File: src/rtl/fifo_wr_arb_pkg.sv
// Shared types and constants for the async-FIFO write-side arbiter.
package fifo_wr_arb_pkg;

  localparam int unsigned BEAT_W = 5;
  localparam int unsigned STAT_W = 16;

  typedef enum logic [0:0] {
    IDLE  = 1'b0,
    GRANT = 1'b1
  } arb_state_e;

  // Saturating increment used by the optional statistics counters.
  function automatic logic [STAT_W-1:0] sat_inc(input logic [STAT_W-1:0] v);
    return (v == {STAT_W{1'b1}}) ? v : v + STAT_W'(1);
  endfunction

endpackage

File: src/rtl/fifo_wr_arbiter_rr_pick.sv
// Combinational round-robin pick: first requester strictly after rr_ptr, wrapping.
module rr_pick
  import fifo_wr_arb_pkg::*;
#(
  parameter int unsigned NREQ = 4
) (
  input  logic [NREQ-1:0]         req,
  input  logic [$clog2(NREQ)-1:0] rr_ptr,
  output logic [NREQ-1:0]         pick_oh,
  output logic [$clog2(NREQ)-1:0] pick_idx,
  output logic                    pick_vld
);

  localparam int unsigned IDX_W = $clog2(NREQ);

  logic [IDX_W-1:0] cand;

  always_comb begin
    pick_oh  = '0;
    pick_idx = '0;
    pick_vld = 1'b0;
    cand     = '0;
    for (int unsigned k = 1; k <= NREQ; k++) begin
      cand = IDX_W'((32'(rr_ptr) + k) % NREQ);
      if (!pick_vld && req[cand]) begin
        pick_vld      = 1'b1;
        pick_idx      = cand;
        pick_oh[cand] = 1'b1;
      end
    end
  end

endmodule

File: src/rtl/fifo_wr_arbiter.sv
// Round-robin burst arbiter feeding the write side of an async FIFO.
// Optional per-requester word / stall counters under FIFO_WR_ARB_STATS_EN.
module fifo_wr_arbiter
  import fifo_wr_arb_pkg::*;
#(
  parameter int unsigned NREQ  = 4,
  parameter int unsigned WIDTH = 8,
  parameter int unsigned BURST = 4
) (
  input  logic                      wclk,
  input  logic                      rst,
  input  logic [NREQ-1:0]           req,
  input  logic [NREQ*WIDTH-1:0]     req_data,
  input  logic [NREQ-1:0]           req_last,
  output logic [NREQ-1:0]           gnt,
  input  logic                      fifo_full,
  output logic                      fifo_wen,
  output logic [WIDTH-1:0]          fifo_wdata,
  output logic [$clog2(NREQ)-1:0]   owner
`ifdef FIFO_WR_ARB_STATS_EN
  ,
  output logic [NREQ*STAT_W-1:0]    stat_words,
  output logic [STAT_W-1:0]         stat_stall
`endif
);

  localparam int unsigned IDX_W = $clog2(NREQ);

  arb_state_e        state_q, state_d;
  logic [NREQ-1:0]   gnt_d;
  logic [IDX_W-1:0]  owner_d;
  logic [BEAT_W-1:0] beat_q, beat_d;
  logic [IDX_W-1:0]  rr_ptr_q, rr_ptr_d;
  logic              xfer;
  logic              end_gnt;

  logic [NREQ-1:0]   pick_oh;
  logic [IDX_W-1:0]  pick_idx;
  logic              pick_vld;

  rr_pick #(
    .NREQ (NREQ)
  ) u_rr_pick (
    .req      (req),
    .rr_ptr   (rr_ptr_q),
    .pick_oh  (pick_oh),
    .pick_idx (pick_idx),
    .pick_vld (pick_vld)
  );

  // State and grant registers.
  always_ff @(posedge wclk) begin
    if (rst) begin
      state_q  <= IDLE;
      gnt      <= '0;
      owner    <= '0;
      beat_q   <= '0;
      rr_ptr_q <= IDX_W'(NREQ - 1);
    end else begin
      state_q  <= state_d;
      gnt      <= gnt_d;
      owner    <= owner_d;
      beat_q   <= beat_d;
      rr_ptr_q <= rr_ptr_d;
    end
  end

  // Next-state: arbitrate in IDLE, stream words in GRANT, freeze while the FIFO is full.
  always_comb begin
    state_d  = state_q;
    gnt_d    = gnt;
    owner_d  = owner;
    beat_d   = beat_q;
    rr_ptr_d = rr_ptr_q;
    xfer     = 1'b0;
    end_gnt  = 1'b0;
    case (state_q)
      IDLE: begin
        if (pick_vld) begin
          state_d = GRANT;
          gnt_d   = pick_oh;
          owner_d = pick_idx;
          beat_d  = '0;
        end
      end
      GRANT: begin
        if (!fifo_full) begin
          if (req[owner]) begin
            xfer    = 1'b1;
            beat_d  = beat_q + BEAT_W'(1);
            end_gnt = req_last[owner] || (beat_d == BEAT_W'(BURST));
          end else begin
            end_gnt = 1'b1;
          end
        end
      end
      default: state_d = IDLE;
    endcase
    if (end_gnt) begin
      state_d  = IDLE;
      gnt_d    = '0;
      rr_ptr_d = owner;
    end
  end

  // Write strobe is same-cycle; suppressed while reset is asserted so an aborted burst emits nothing.
  assign fifo_wen   = xfer & ~rst;
  assign fifo_wdata = req_data[32'(owner)*WIDTH +: WIDTH];

`ifdef FIFO_WR_ARB_STATS_EN
  logic [STAT_W-1:0] words_q [NREQ];

  // Saturating accepted-word and full-stall counters.
  always_ff @(posedge wclk) begin
    if (rst) begin
      for (int i = 0; i < NREQ; i++) words_q[i] <= '0;
      stat_stall <= '0;
    end else begin
      for (int i = 0; i < NREQ; i++) begin
        if (xfer && (owner == IDX_W'(i))) words_q[i] <= sat_inc(words_q[i]);
      end
      if ((state_q == GRANT) && fifo_full) stat_stall <= sat_inc(stat_stall);
    end
  end

  for (genvar g = 0; g < NREQ; g++) begin : g_stat
    assign stat_words[g*STAT_W +: STAT_W] = words_q[g];
  end
`endif

endmodule

File: config.mk
export PLATFORM = sky130hd
export DESIGN_NAME = fifo_wr_arbiter
export DESIGN_NICKNAME = d
export VERILOG_FILES = /design/src/rtl/fifo_wr_arb_pkg.sv /design/src/rtl/fifo_wr_arbiter_rr_pick.sv /design/src/rtl/fifo_wr_arbiter.sv
export SDC_FILE = /design/constraint.sdc
export NUM_CORES = 1
export LEC_CHECK = 0
export CAP_MARGIN = 20
export CORE_AREA = 4 4 68 70
export CTS_CLUSTER_SIZE = 20
export DETAILED_ROUTE_END_ITERATION = 12
export DIE_AREA = 0 0 72 74
export PLACE_DENSITY = 0.75
export SYNTH_ARGS = -nofsm -noshare
export SYNTH_HDL_FRONTEND = slang
export SYNTH_HIERARCHICAL = 1
export SYNTH_SLANG_ARGS = --single-unit
File: constraint.sdc
create_clock -name wclk -period 2.6 [get_ports wclk]
set_clock_uncertainty 0.1 [all_clocks]
set_input_delay 0.39 -clock wclk [delete_from_list [all_inputs] [get_ports wclk]]
set_output_delay 0.39 -clock wclk [all_outputs]
set_load 0.005 [all_outputs]
== Word-level counts from Yosys, hierarchy flattened ==
Index checks and enable logic that the tools add are counted.

* Register bits: 14
* Input port bits: 43
* Output and inout port bits: 15
* Word-level logic and storage cells: 88

* Add/subtract/negate cells: 5
* Order comparisons: 9
* Equality and inequality tests: 4
* Shift operators: 1
* Multiplexer cells: 44
* Bitwise gates (word level): 6
* Reductions and logical operators: 14

{| class="wikitable"
|+ Operator list
! cell !! count
|-
| $shiftx A32 B6 Y8 || 1
|-
| $mux W1 || 22
|-
| $mux W4 || 4
|-
| $lt A2 B3 Y1 const B || 5
|-
| $mux W5 || 3
|-
| $bmux W1 S2 || 6
|-
| $or A4 B4 Y4 || 3
|-
| $pmux W5 S2 || 1
|-
| $demux W1 S2 || 4
|-
| $ge A2 B1 Y1 const B || 4
|-
| $mux W2 || 4
|-
| $logic_and A1 B1 Y1 || 7
|-
| $add A5 B1 Y5 const B || 1
|-
| $eq A5 B3 Y1 const B || 1
|-
| $add A2 B1 Y2 const B || 2
|-
| $add A2 B2 Y2 const B || 2
|-
| $ne A2 B2 Y1 const B || 2
|-
| $logic_not A1 Y1 || 3
|-
| $reduce_and A3 Y1 || 1
|-
| $ne A2 B1 Y1 const B || 1
|-
| $not A1 Y1 || 2
|-
| $reduce_and A2 Y1 || 1
|-
| $reduce_or A2 Y1 || 1
|-
| $and A1 B1 Y1 || 1
|-
| $logic_or A1 B1 Y1 || 1
|}

== Depth between registers and ports, before layout ==
Gate-level depths: netlist of the first run.

* Depth in word-level cells: 15
* Gate-level depth with buffers: 11
* Mapped depth without buffers: 8

== By module ==
The synthesis of the first run kept the hierarchy.

{| class="wikitable"
|+ By module, submodules not included
! module !! instances !! cells an instance !! area an instance (um^2) !! seq. area each (um^2)
|-
| fifo_wr_arbiter || 1 || 95 || 959.7 || 280.3
|-
| rr_pick || 1 || 86 || 629.4 || 0.0
|}

== Worst setup path after synthesis of the first run ==
Ideal clock, no wire load.

* Path type: flip-flop to flip-flop
* Start point: reg rr_ptr_q[0]
* End point: reg gnt[2]
* Library setup time: 139 ps
* Data arrival time: 2,450 ps
* Required time: 2,361 ps
* Setup slack: -89 ps
* Stages on the path, launching flop included: 12
* Path buffers: 3
* Clock period less this slack: 2,689 ps
* Cell sequence: dfxtp_1 -> buf_6 -> buf_2 -> inv_1 -> ha_1 -> clkbuf_1 -> inv_1 -> a31oi_1 -> o31ai_1 -> or3_1 -> mux2i_1 -> nor4_1

* Elaborated cells between the ends (all ways): 50
* Those cells by class: add/sub: 4; order compare: 8; mux: 24; bitwise: 3; reduce/logical: 11

{| class="wikitable"
|+ RTL lines
! element !! line !! RTL
|-
| start, declared || fifo_wr_arbiter.sv:33 || <nowiki>logic [IDX_W-1:0] rr_ptr_q, rr_ptr_d;</nowiki>
|-
| start signal, assigned || fifo_wr_arbiter.sv:58 || <nowiki>rr_ptr_q <= IDX_W'(NREQ - 1);</nowiki>
|-
| start signal, assigned || fifo_wr_arbiter.sv:64 || <nowiki>rr_ptr_q <= rr_ptr_d;</nowiki>
|-
| branches (longest 12 deep; another with $lt A2 B3 Y1) || n/a ||
|-
| $mux W4 (*) || fifo_wr_arbiter_rr_pick.sv:25 || <nowiki>if (!pick_vld && req[cand]) begin</nowiki>
|-
| net pick_oh[2] || fifo_wr_arbiter.sv:37 || <nowiki>logic [NREQ-1:0] pick_oh;</nowiki>
|-
| end signal, assigned || fifo_wr_arbiter.sv:61 || <nowiki>gnt <= gnt_d;</nowiki>
|-
| end, declared || fifo_wr_arbiter.sv:15 || <nowiki>output logic [NREQ-1:0] gnt,</nowiki>
|}

Mark *: on every way through the listed nets, which the timed path passes. The select of a mux whose other input is x is not followed.
A chain may end at the register's enable or synchronous reset.

== Worst setup path after layout of the first run ==
* Start point: in req[0]
* End point: out fifo_wen

* Word-level cells in the longest chain between the ends: 6

{| class="wikitable"
|+ Ends and longest elaborated chain
! element !! line !! RTL
|-
| start, declared || fifo_wr_arbiter.sv:12 || <nowiki>input logic [NREQ-1:0] req,</nowiki>
|-
| $bmux W1 S2 || fifo_wr_arbiter.sv:88 || <nowiki>if (req[owner]) begin</nowiki>
|-
| $mux W1 (not written as such) || fifo_wr_arbiter.sv:88 ||
|-
| $mux W1 || fifo_wr_arbiter.sv:88 ||
|-
| $mux W1 || fifo_wr_arbiter.sv:87 || <nowiki>if (!fifo_full) begin</nowiki>
|-
| $mux W1 || fifo_wr_arbiter.sv:77 || <nowiki>case (state_q)</nowiki>
|-
| $and A1 B1 Y1 || fifo_wr_arbiter.sv:107 || <nowiki>assign fifo_wen = xfer & ~rst;</nowiki>
|-
| end, declared || fifo_wr_arbiter.sv:17 || <nowiki>output logic fifo_wen,</nowiki>
|}

No other way between the ends. The select of a mux whose other input is x is not followed.

==> impl_metrics.prom, run 1 <==
# TYPE chip_impl_metric gauge
chip_impl_info{name="run_status",value="finished, final reports clean"} 1
chip_impl_metric{name="post_drt_via_cell_ratio",unit=""} 5.623
chip_impl_metric{name="ys_async_sr_fraction",unit="%"} 0
chip_impl_metric{name="finalWirelength",unit="um"} 4617
chip_impl_metric{name="tightest_slew",unit="ps"} 644.5
chip_impl_metric{name="number_of_buffers_inserted_during_clock_tree_synthesis",unit=""} 3
chip_impl_metric{name="drt_antenna_net_count",unit=""} 0
chip_impl_metric{name="initial_antenna_violation_count",unit=""} 0
chip_impl_metric{name="syn-cell-area",unit="sq um"} 1589
chip_impl_metric{name="postSynthRegisterBits",unit=""} 14
chip_impl_info{name="dominant_combinational_cell_family_by_area_after_synthesis",value="simple AND/OR/NAND/NOR gates"} 1
chip_impl_metric{name="grt_pass1_wl",unit="um"} 7672
chip_impl_metric{name="cp_data_required_time",unit="ps"} 2110
chip_impl_metric{name="critPathMaxStageDelay",unit="ps"} 540
chip_impl_metric{name="cts_max_level",unit=""} 1
chip_impl_metric{name="initial_core_util",unit="%"} 40.01
chip_impl_metric{name="stdcell_count",unit=""} 308
chip_impl_metric{name="achievable-frequency",unit="MHz"} 399.2
chip_impl_metric{name="place.detailed.hpwl",unit="um"} 3704
chip_impl_metric{name="postCtsHoldBufs",unit=""} 0
chip_impl_metric{name="io-pin-count",unit=""} 58
chip_impl_metric{name="die_h",unit="um"} 74
chip_impl_metric{name="port_buffers",unit=""} 57
chip_impl_info{name="clk_root_buffer_cell",value="sky130_fd_sc_hd__clkbuf_8"} 1
chip_impl_metric{name="routabilityCongestion",unit=""} 0.8317
chip_impl_info{name="layout.cells.most_common",value="sky130_fd_sc_hd__clkdlybuf4s50_1"} 1
chip_impl_info{name="start_kind",value="input pin"} 1
chip_impl_metric{name="fraction_of_the_core_area_covered_by_cells_at_the_end_of_the_flow",unit="%"} 61.47
chip_impl_metric{name="worstPathArrival",unit="ps"} 2020
chip_impl_metric{name="cp_num_buf_inv",unit=""} 2
chip_impl_metric{name="muxShareOfSynthArea",unit="%"} 22.60
chip_impl_metric{name="syn2layout_area_growth",unit="%"} 53.62
chip_impl_metric{name="synth.avg_cell_area",unit="sq um"} 8.779
chip_impl_info{name="tritoncts_clock_tree",value="done"} 1
chip_impl_metric{name="synth_edf_count",unit=""} 0
chip_impl_metric{name="clkSlewWorstSetupHoldPaths",unit="ps"} 60
chip_impl_metric{name="global_route.overflow_total",unit=""} 0
chip_impl_metric{name="antenna_cells_inserted",unit=""} 0
chip_impl_info{name="timing.critical_path.slowest_stage_cell",value="sky130_fd_sc_hd__mux4_2"} 1
chip_impl_metric{name="number_of_endpoints_failing_setup_at_the_final_stage",unit=""} 0
chip_impl_metric{name="first_global_vias",unit=""} 1627
chip_impl_metric{name="clkLatencyLatePin",unit="ps"} 240
chip_impl_info{name="cpLargestDelayFamily",value="buffers and inverters"} 1
chip_impl_info{name="path_common_cell",value="sky130_fd_sc_hd__clkdlybuf4s50_1"} 1
chip_impl_metric{name="fp.coreArea",unit="sq um"} 3971
chip_impl_metric{name="num_rows",unit=""} 23
chip_impl_metric{name="grt_max_degree",unit=""} 19
chip_impl_metric{name="dieArea",unit="sq um"} 5328
chip_impl_metric{name="post_synth_fa_ha_maj_area_fraction",unit="%"} 7.087
chip_impl_metric{name="multiInputGateArea",unit="sq um"} 1189
chip_impl_metric{name="dr.first_iter.drc_count",unit=""} 114
chip_impl_metric{name="drt_first_pass_iters",unit=""} 4
chip_impl_metric{name="share_of_the_cycle_needed_by_the_critical_path_after_routing",unit="%"} 96.36
chip_impl_metric{name="power.ir.vdd_worst",unit="uV"} 321.2
chip_impl_metric{name="slew_violations",unit=""} 0
chip_impl_metric{name="synth.net_count",unit=""} 233
chip_impl_metric{name="placed_cells",unit=""} 303
chip_impl_metric{name="post_route_cells_drive_above_1_share",unit="%"} 19.77
chip_impl_info{name="final_cell_mix",value="sky130_fd_sc_hd__clkdlybuf4s50_1, sky130_fd_sc_hd__buf_4, sky130_fd_sc_hd__dfxtp_1"} 1
chip_impl_metric{name="max_cap_viol_count",unit=""} 0
chip_impl_metric{name="synth_top_area_share",unit="%"} 17.64
chip_impl_info{name="worstSetupEndpointType",value="output pin"} 1
chip_impl_metric{name="worst-path-max-fanout",unit=""} 5
chip_impl_metric{name="post-route-drc-count",unit=""} 0
chip_impl_metric{name="power_density",unit="nW/um^2"} 361.6
chip_impl_info{name="cells_along_the_critical_path",value="clkdlybuf4s50_1 > mux4_2 > nand2_2 > nor2_1 > clkdlybuf4s50_1"} 1
chip_impl_info{name="yosys-top-cells-area",value="sky130_fd_sc_hd__dfxtp_1, sky130_fd_sc_hd__mux4_2, sky130_fd_sc_hd__ha_1"} 1
chip_impl_metric{name="num-fill-cells",unit=""} 328
chip_impl_metric{name="synth_xor_area_share",unit="%"} 0.5512
chip_impl_info{name="critical_path_start_end_classification",value="input pin to output pin"} 1
chip_impl_metric{name="grt_usage",unit="%"} 17.66
chip_impl_metric{name="timing.final.crit_period",unit="ps"} 2505
chip_impl_metric{name="routed_wire_length_per_instance",unit="um"} 14.99
chip_impl_metric{name="clock-sinks",unit=""} 14
chip_impl_metric{name="ys.warnings.count",unit=""} 6
chip_impl_metric{name="regArea",unit="sq um"} 281.5
chip_impl_metric{name="synth_sequential_area_ratio",unit="%"} 17.64
chip_impl_metric{name="vias",unit=""} 1732
chip_impl_info{name="synth_top_flop_cell",value="sky130_fd_sc_hd__dfxtp_1"} 1
chip_impl_metric{name="timing.slew.headroom",unit="%"} 56.94
chip_impl_metric{name="finalNetCount",unit=""} 311
chip_impl_metric{name="floorplan.die.width",unit="um"} 72
chip_impl_metric{name="synthDistinctLibCells",unit=""} 46
chip_impl_metric{name="hold_viol",unit=""} 0
chip_impl_info{name="grt_setup_unrepaired",value="false"} 1
chip_impl_info{name="netlist.top_cell.by_area",value="sky130_fd_sc_hd__dfxtp_1"} 1
chip_impl_metric{name="cts.path.max_buffers",unit=""} 2
chip_impl_metric{name="synth_compound_area_share",unit="%"} 19.29
chip_impl_metric{name="post_synth_inst_count",unit=""} 181
chip_impl_info{name="hp-class",value="flop to flop"} 1
chip_impl_metric{name="synth_simple_gate_area_share",unit="%"} 25.12
chip_impl_metric{name="p_leak",unit="nW"} 1.007
==> state kept, by name, indices dropped and copies added, names as in the netlist <==
register  cells
state_q       1
owner         2
beat_q        5
rr_ptr_q      2
gnt           4
==> cell usage after synthesis, types with 2 or more instances <==
library cell               count
sky130_fd_sc_hd__and3b_1       2
sky130_fd_sc_hd__buf_6         3
sky130_fd_sc_hd__nand3_1       4
sky130_fd_sc_hd__mux2i_1      10
sky130_fd_sc_hd__nor3b_1       6
sky130_fd_sc_hd__or3_1         5
sky130_fd_sc_hd__nand2_1       8
sky130_fd_sc_hd__inv_1        10
sky130_fd_sc_hd__ha_1          9
sky130_fd_sc_hd__a31oi_1       7
sky130_fd_sc_hd__nand4_1       6
sky130_fd_sc_hd__a311o_1       2
sky130_fd_sc_hd__a2111o_1      4
sky130_fd_sc_hd__buf_2         5
sky130_fd_sc_hd__a21oi_1       9
sky130_fd_sc_hd__mux4_2       11
sky130_fd_sc_hd__nor4_1        5
sky130_fd_sc_hd__nor2b_1       2
sky130_fd_sc_hd__nor2_1       12
sky130_fd_sc_hd__and3_1        2
sky130_fd_sc_hd__nand2b_1      3
sky130_fd_sc_hd__nand3b_1      4
sky130_fd_sc_hd__clkbuf_1      5
sky130_fd_sc_hd__a211oi_1      3
sky130_fd_sc_hd__o31ai_1       4
sky130_fd_sc_hd__dfxtp_1      14
sky130_fd_sc_hd__o21ai_0       7
==> tightest hold or removal path: cells and delay by family, from the launching register on <==
kind | cells | cell delay (ps)
AOI/OAI and AO/OA | 1 | 60
and+or+nand+nor | 1 | 80
DFF | 1 | 320
==> power breakdown <==
group | leakage [nW] | internal (W) | switching, W | total [W]
sequential | 0.114 | 0.000228 | 0.0000117 | 0.000240
combinational | 0.865 | 0.000254 | 0.000180 | 0.000434
clock | 0.0288 | 0.000134 | 0.0000748 | 0.000209
==> per-layer routing <==
layer | GRT usage, % | wire [um] | share of wire (%)
met5 | 0 | 0 | 0
met1 | 24.15 | 2052 | 44
met4 | 3.132 | 38 | 0.82
met3 | 0.9459 | 121 | 2.6
met2 | 31.33 | 2404 | 52
==> cells by family (layout without fill, tap and decap cells) <==
logic type | count (synthesis) | in the layout
simple gates | 67 | 67
compound gates | 44 | 44
buf+inv | 24 | 101
mux | 22 | 22
flops | 14 | 14
fa+ha+maj | 9 | 9
xor+xnor | 1 | 1
==> through the flow <==
stage	setup TNS [ps]	cell area (sq um)	setup WS, ps	power [W]	hold slack [ps]
after floorplan	0	1590	49.87	0.0004687	368.3
after global placement	-116.7	2367	-39.62	0.0006694	398.2
after detailed placement	-182.1	2367	-66.14	0.0006716	401.1
after CTS	0	2422	58.17	0.0008812	411.1
after global routing	0	2441	3.000	0.0009303	429.5
final	0	2441	94.70	0.0008826	405.2
==> what timing repair did <==
action                     4_1_cts  5_1_grt
setup endpoints to repair        0        1
gates resized for setup          0        5
buffers inserted                 0        1
==> cell type report <==
type                    instances  share of cell area (%)
multi-input cells             143                   48.69
clock buffers                   4                   2.255
repair buffers                 87                   33.42
well taps                      50                   2.563
flip-flops and latches         14                   11.53
inverters                      10                   1.538
==> final timing paths <==
| path | start | endpoint | slack (ps) | cells past startpoint |
|---|---|---|---|---|
| worst min register to register | beat_q[1]$_SDFFE_PP0P_ | beat_q[1]$_SDFFE_PP0P_ | 410 | 2 |
| worst max register to register | rr_ptr_q[0]$_SDFFE_PP1P_ | gnt[0]$_SDFFE_PP0P_ | 240 | 8 |
| worst min-delay path | beat_q[1]$_SDFFE_PP0P_ | beat_q[1]$_SDFFE_PP0P_ | 410 | 2 |
| worst max-delay path | req[0] | fifo_wen | 90 | 5 |
Note: power is estimated with default switching activity, not from simulation.
==> run 2: changes to the inputs <==
--- a/config.mk
+++ b/config.mk
@@ -6,11 +6,11 @@
 export NUM_CORES = 1
 export LEC_CHECK = 0
 export CAP_MARGIN = 20
-export CORE_AREA = 4 4 68 70
+export CORE_AREA = 4 4 69 71
 export CTS_CLUSTER_SIZE = 20
 export DETAILED_ROUTE_END_ITERATION = 12
-export DIE_AREA = 0 0 72 74
-export PLACE_DENSITY = 0.75
+export DIE_AREA = 0 0 73 75
+export PLACE_DENSITY = 0.73
 export SYNTH_ARGS = -nofsm -noshare
 export SYNTH_HDL_FRONTEND = slang
 export SYNTH_HIERARCHICAL = 1
==> run 2 against run 1 <==
Wire length up 4.7%. Global-route usage grew 0.53 points. Largest cell class unchanged. Total power about the same. Register-to-register slack improved by 60 ps. Cell count rose by 0.65%. Combinational power about the same. Non-clock buffer count unchanged. Sequential cell count did not move. Critical path type unchanged. Count of clock-buffer cells in the layout unchanged. Critical path depth is the same. Hold slack better by 9.6 ps. Maximum frequency shrank 0.86%. Highest routed layer unchanged.
==> impl_metrics.prom, run 2 (same netlist as run 1, synthesis figures left out) <==
# TYPE chip_impl_metric gauge
chip_impl_metric{name="num_rows",unit=""} 24
chip_impl_metric{name="first_global_vias",unit=""} 1689
chip_impl_metric{name="hold_viol",unit=""} 0
chip_impl_metric{name="routabilityCongestion",unit=""} 0.8300
chip_impl_info{name="run_status",value="finished, final reports clean"} 1
chip_impl_info{name="hp-class",value="flop to flop"} 1
chip_impl_metric{name="grt_max_degree",unit=""} 19
chip_impl_metric{name="clkLatencyLatePin",unit="ps"} 250
chip_impl_metric{name="clock-sinks",unit=""} 14
chip_impl_metric{name="timing.slew.headroom",unit="%"} 40.51
chip_impl_metric{name="antenna_cells_inserted",unit=""} 0
chip_impl_info{name="worstReg2RegEnd",value="gnt[2]$_SDFFE_PP0P_"} 1
chip_impl_info{name="regMostFlops",value="beat_q"} 1
chip_impl_metric{name="tightest_slew",unit="ps"} 890.5
chip_impl_info{name="final_cell_mix",value="sky130_fd_sc_hd__clkdlybuf4s50_1, sky130_fd_sc_hd__buf_4, sky130_fd_sc_hd__dfxtp_1"} 1
chip_impl_info{name="top_regs",value="beat_q: 5 flops, gnt: 4 flops"} 1
chip_impl_metric{name="ctsResizeCount",unit=""} 0
chip_impl_metric{name="initial_antenna_violation_count",unit=""} 0
chip_impl_metric{name="syn2layout_area_growth",unit="%"} 52.91
chip_impl_metric{name="power.ir.vdd_worst",unit="uV"} 287.1
chip_impl_metric{name="timing.setup.tns",unit="ps"} 0
chip_impl_metric{name="num-fill-cells",unit=""} 394
chip_impl_metric{name="dieArea",unit="sq um"} 5475
chip_impl_info{name="worstHoldStart",value="beat_q[1]$_SDFFE_PP0P_"} 1
chip_impl_metric{name="largest_register_ffs",unit=""} 5
chip_impl_metric{name="finalHoldWorstSlack",unit="ps"} 414.8
chip_impl_metric{name="io-pin-count",unit=""} 58
chip_impl_metric{name="number_of_endpoints_failing_setup_at_the_final_stage",unit=""} 0
chip_impl_metric{name="number_of_buffers_inserted_during_clock_tree_synthesis",unit=""} 3
chip_impl_metric{name="port_buffers",unit=""} 57
chip_impl_metric{name="initial_core_util",unit="%"} 37.53
chip_impl_metric{name="post_drt_via_cell_ratio",unit=""} 5.584
chip_impl_metric{name="total_power_of_the_final_layout",unit="W"} 0.0008822
chip_impl_metric{name="clkSlewWorstSetupHoldPaths",unit="ps"} 60
chip_impl_metric{name="routed_wire_length_per_instance",unit="um"} 15.59
chip_impl_info{name="grt_setup_unrepaired",value="false"} 1
chip_impl_metric{name="cts_max_level",unit=""} 1
chip_impl_metric{name="max_cap_viol_count",unit=""} 0
chip_impl_info{name="r2r-start",value="rr_ptr_q[0]$_SDFFE_PP1P_"} 1
chip_impl_info{name="start_kind",value="input pin"} 1
chip_impl_metric{name="drt_first_pass_iters",unit=""} 4
chip_impl_metric{name="place.detailed.hpwl",unit="um"} 3924
chip_impl_info{name="startpoint",value="req[2]"} 1
chip_impl_metric{name="regToRegSetupSlack",unit="ps"} 300
chip_impl_metric{name="cts_post_setup_buffers_inserted",unit=""} 0
chip_impl_metric{name="die_h",unit="um"} 75
chip_impl_info{name="critPathCapture",value="fifo_wen"} 1
chip_impl_metric{name="floorplan.die.width",unit="um"} 73
chip_impl_info{name="layout.cells.most_common",value="sky130_fd_sc_hd__clkdlybuf4s50_1"} 1
chip_impl_metric{name="cts.path.max_buffers",unit=""} 2
chip_impl_info{name="worstSetupEndpointType",value="output pin"} 1
chip_impl_metric{name="drt_antenna_net_count",unit=""} 0
chip_impl_metric{name="p_leak",unit="nW"} 0.9710
chip_impl_metric{name="dr.first_iter.drc_count",unit=""} 134
chip_impl_metric{name="global_route.overflow_total",unit=""} 0
chip_impl_metric{name="fraction_of_the_core_area_covered_by_cells_at_the_end_of_the_flow",unit="%"} 57.39
chip_impl_metric{name="achievable-frequency",unit="MHz"} 395.7
chip_impl_metric{name="post_route_cells_drive_above_1_share",unit="%"} 20.16
chip_impl_metric{name="share_of_the_cycle_needed_by_the_critical_path_after_routing",unit="%"} 97.19
chip_impl_metric{name="worstPathArrival",unit="ps"} 2040
chip_impl_metric{name="power_density",unit="nW/um^2"} 363.1
chip_impl_metric{name="timing.final.crit_period",unit="ps"} 2527
chip_impl_metric{name="vias",unit=""} 1731
chip_impl_metric{name="worst_r2r_path_depth",unit=""} 8
chip_impl_metric{name="cp_data_required_time",unit="ps"} 2110
chip_impl_metric{name="post-route-drc-count",unit=""} 0
chip_impl_metric{name="slew_violations",unit=""} 0
chip_impl_metric{name="grt_pass1_wl",unit="um"} 7962
chip_impl_info{name="tritoncts_clock_tree",value="done"} 1
chip_impl_metric{name="fp.coreArea",unit="sq um"} 4234
chip_impl_metric{name="finalWirelength",unit="um"} 4832
chip_impl_metric{name="finalNetCount",unit=""} 311
chip_impl_metric{name="worst-path-max-fanout",unit=""} 6
chip_impl_metric{name="grt_usage",unit="%"} 18.19
chip_impl_metric{name="postCtsHoldBufs",unit=""} 0
chip_impl_info{name="critical_path_start_end_classification",value="input pin to output pin"} 1
chip_impl_info{name="clk_root_buffer_cell",value="sky130_fd_sc_hd__clkbuf_8"} 1
## run 2: worst max-delay path, stage by stage
cell	delay (ps)
sky130_fd_sc_hd__clkdlybuf4s50_1	500
sky130_fd_sc_hd__mux4_2	560
sky130_fd_sc_hd__nand2_2	100
sky130_fd_sc_hd__nor2_1	50
sky130_fd_sc_hd__clkdlybuf4s50_1	440
## run 2: final cells by class
class / instances / area (sq um) / area share (%)
clock buffers: 4 / 55.05 / 2.266
inverters: 10 / 37.54 / 1.545
multi-input cells: 143 / 1195 / 49.18
flip-flops and latches: 14 / 281.5 / 11.59
well taps: 52 / 65.06 / 2.678
repair buffers: 87 / 795.8 / 32.75
## run 2: layer usage
layer / vias up / GRT usage [%] / wire (um)
li1: 856 / - / -
met1: 840 / 23.72 / 2144
met2: 28 / 33.17 / 2539
met3: 7 / 0.9346 / 92
met4: 0 / 3.893 / 56
met5: - / 0 / 0
## run 2: metrics by stage
stage                     instance area, sq um  cells  setup slack (ps)
after global placement                    2365    306            -29.11
after CTS                                 2420    310             65.26
after floorplan                           1590    181             49.87
final                                     2430    310             72.93
after detailed placement                  2365    306            -70.62
after global routing                      2430    310             29.18
## run 2: where the power goes
part           leakage, nW  switching [W]  total, W  internal (W)
Sequential           0.114      0.0000126  0.000241      0.000228
Combinational        0.828       0.000180  0.000432      0.000252
Clock               0.0288      0.0000751  0.000209      0.000134
Total                0.971       0.000268  0.000882      0.000614
## run 2: worst min path at each step
stage	to	cells after the start
after floorplan	state_q$_SDFF_PP0_	1
after global placement	beat_q[1]$_SDFFE_PP0P_	2
after detailed placement	beat_q[1]$_SDFFE_PP0P_	2
after CTS	beat_q[1]$_SDFFE_PP0P_	2
after global routing	beat_q[1]$_SDFFE_PP0P_	2
final	beat_q[1]$_SDFFE_PP0P_	2
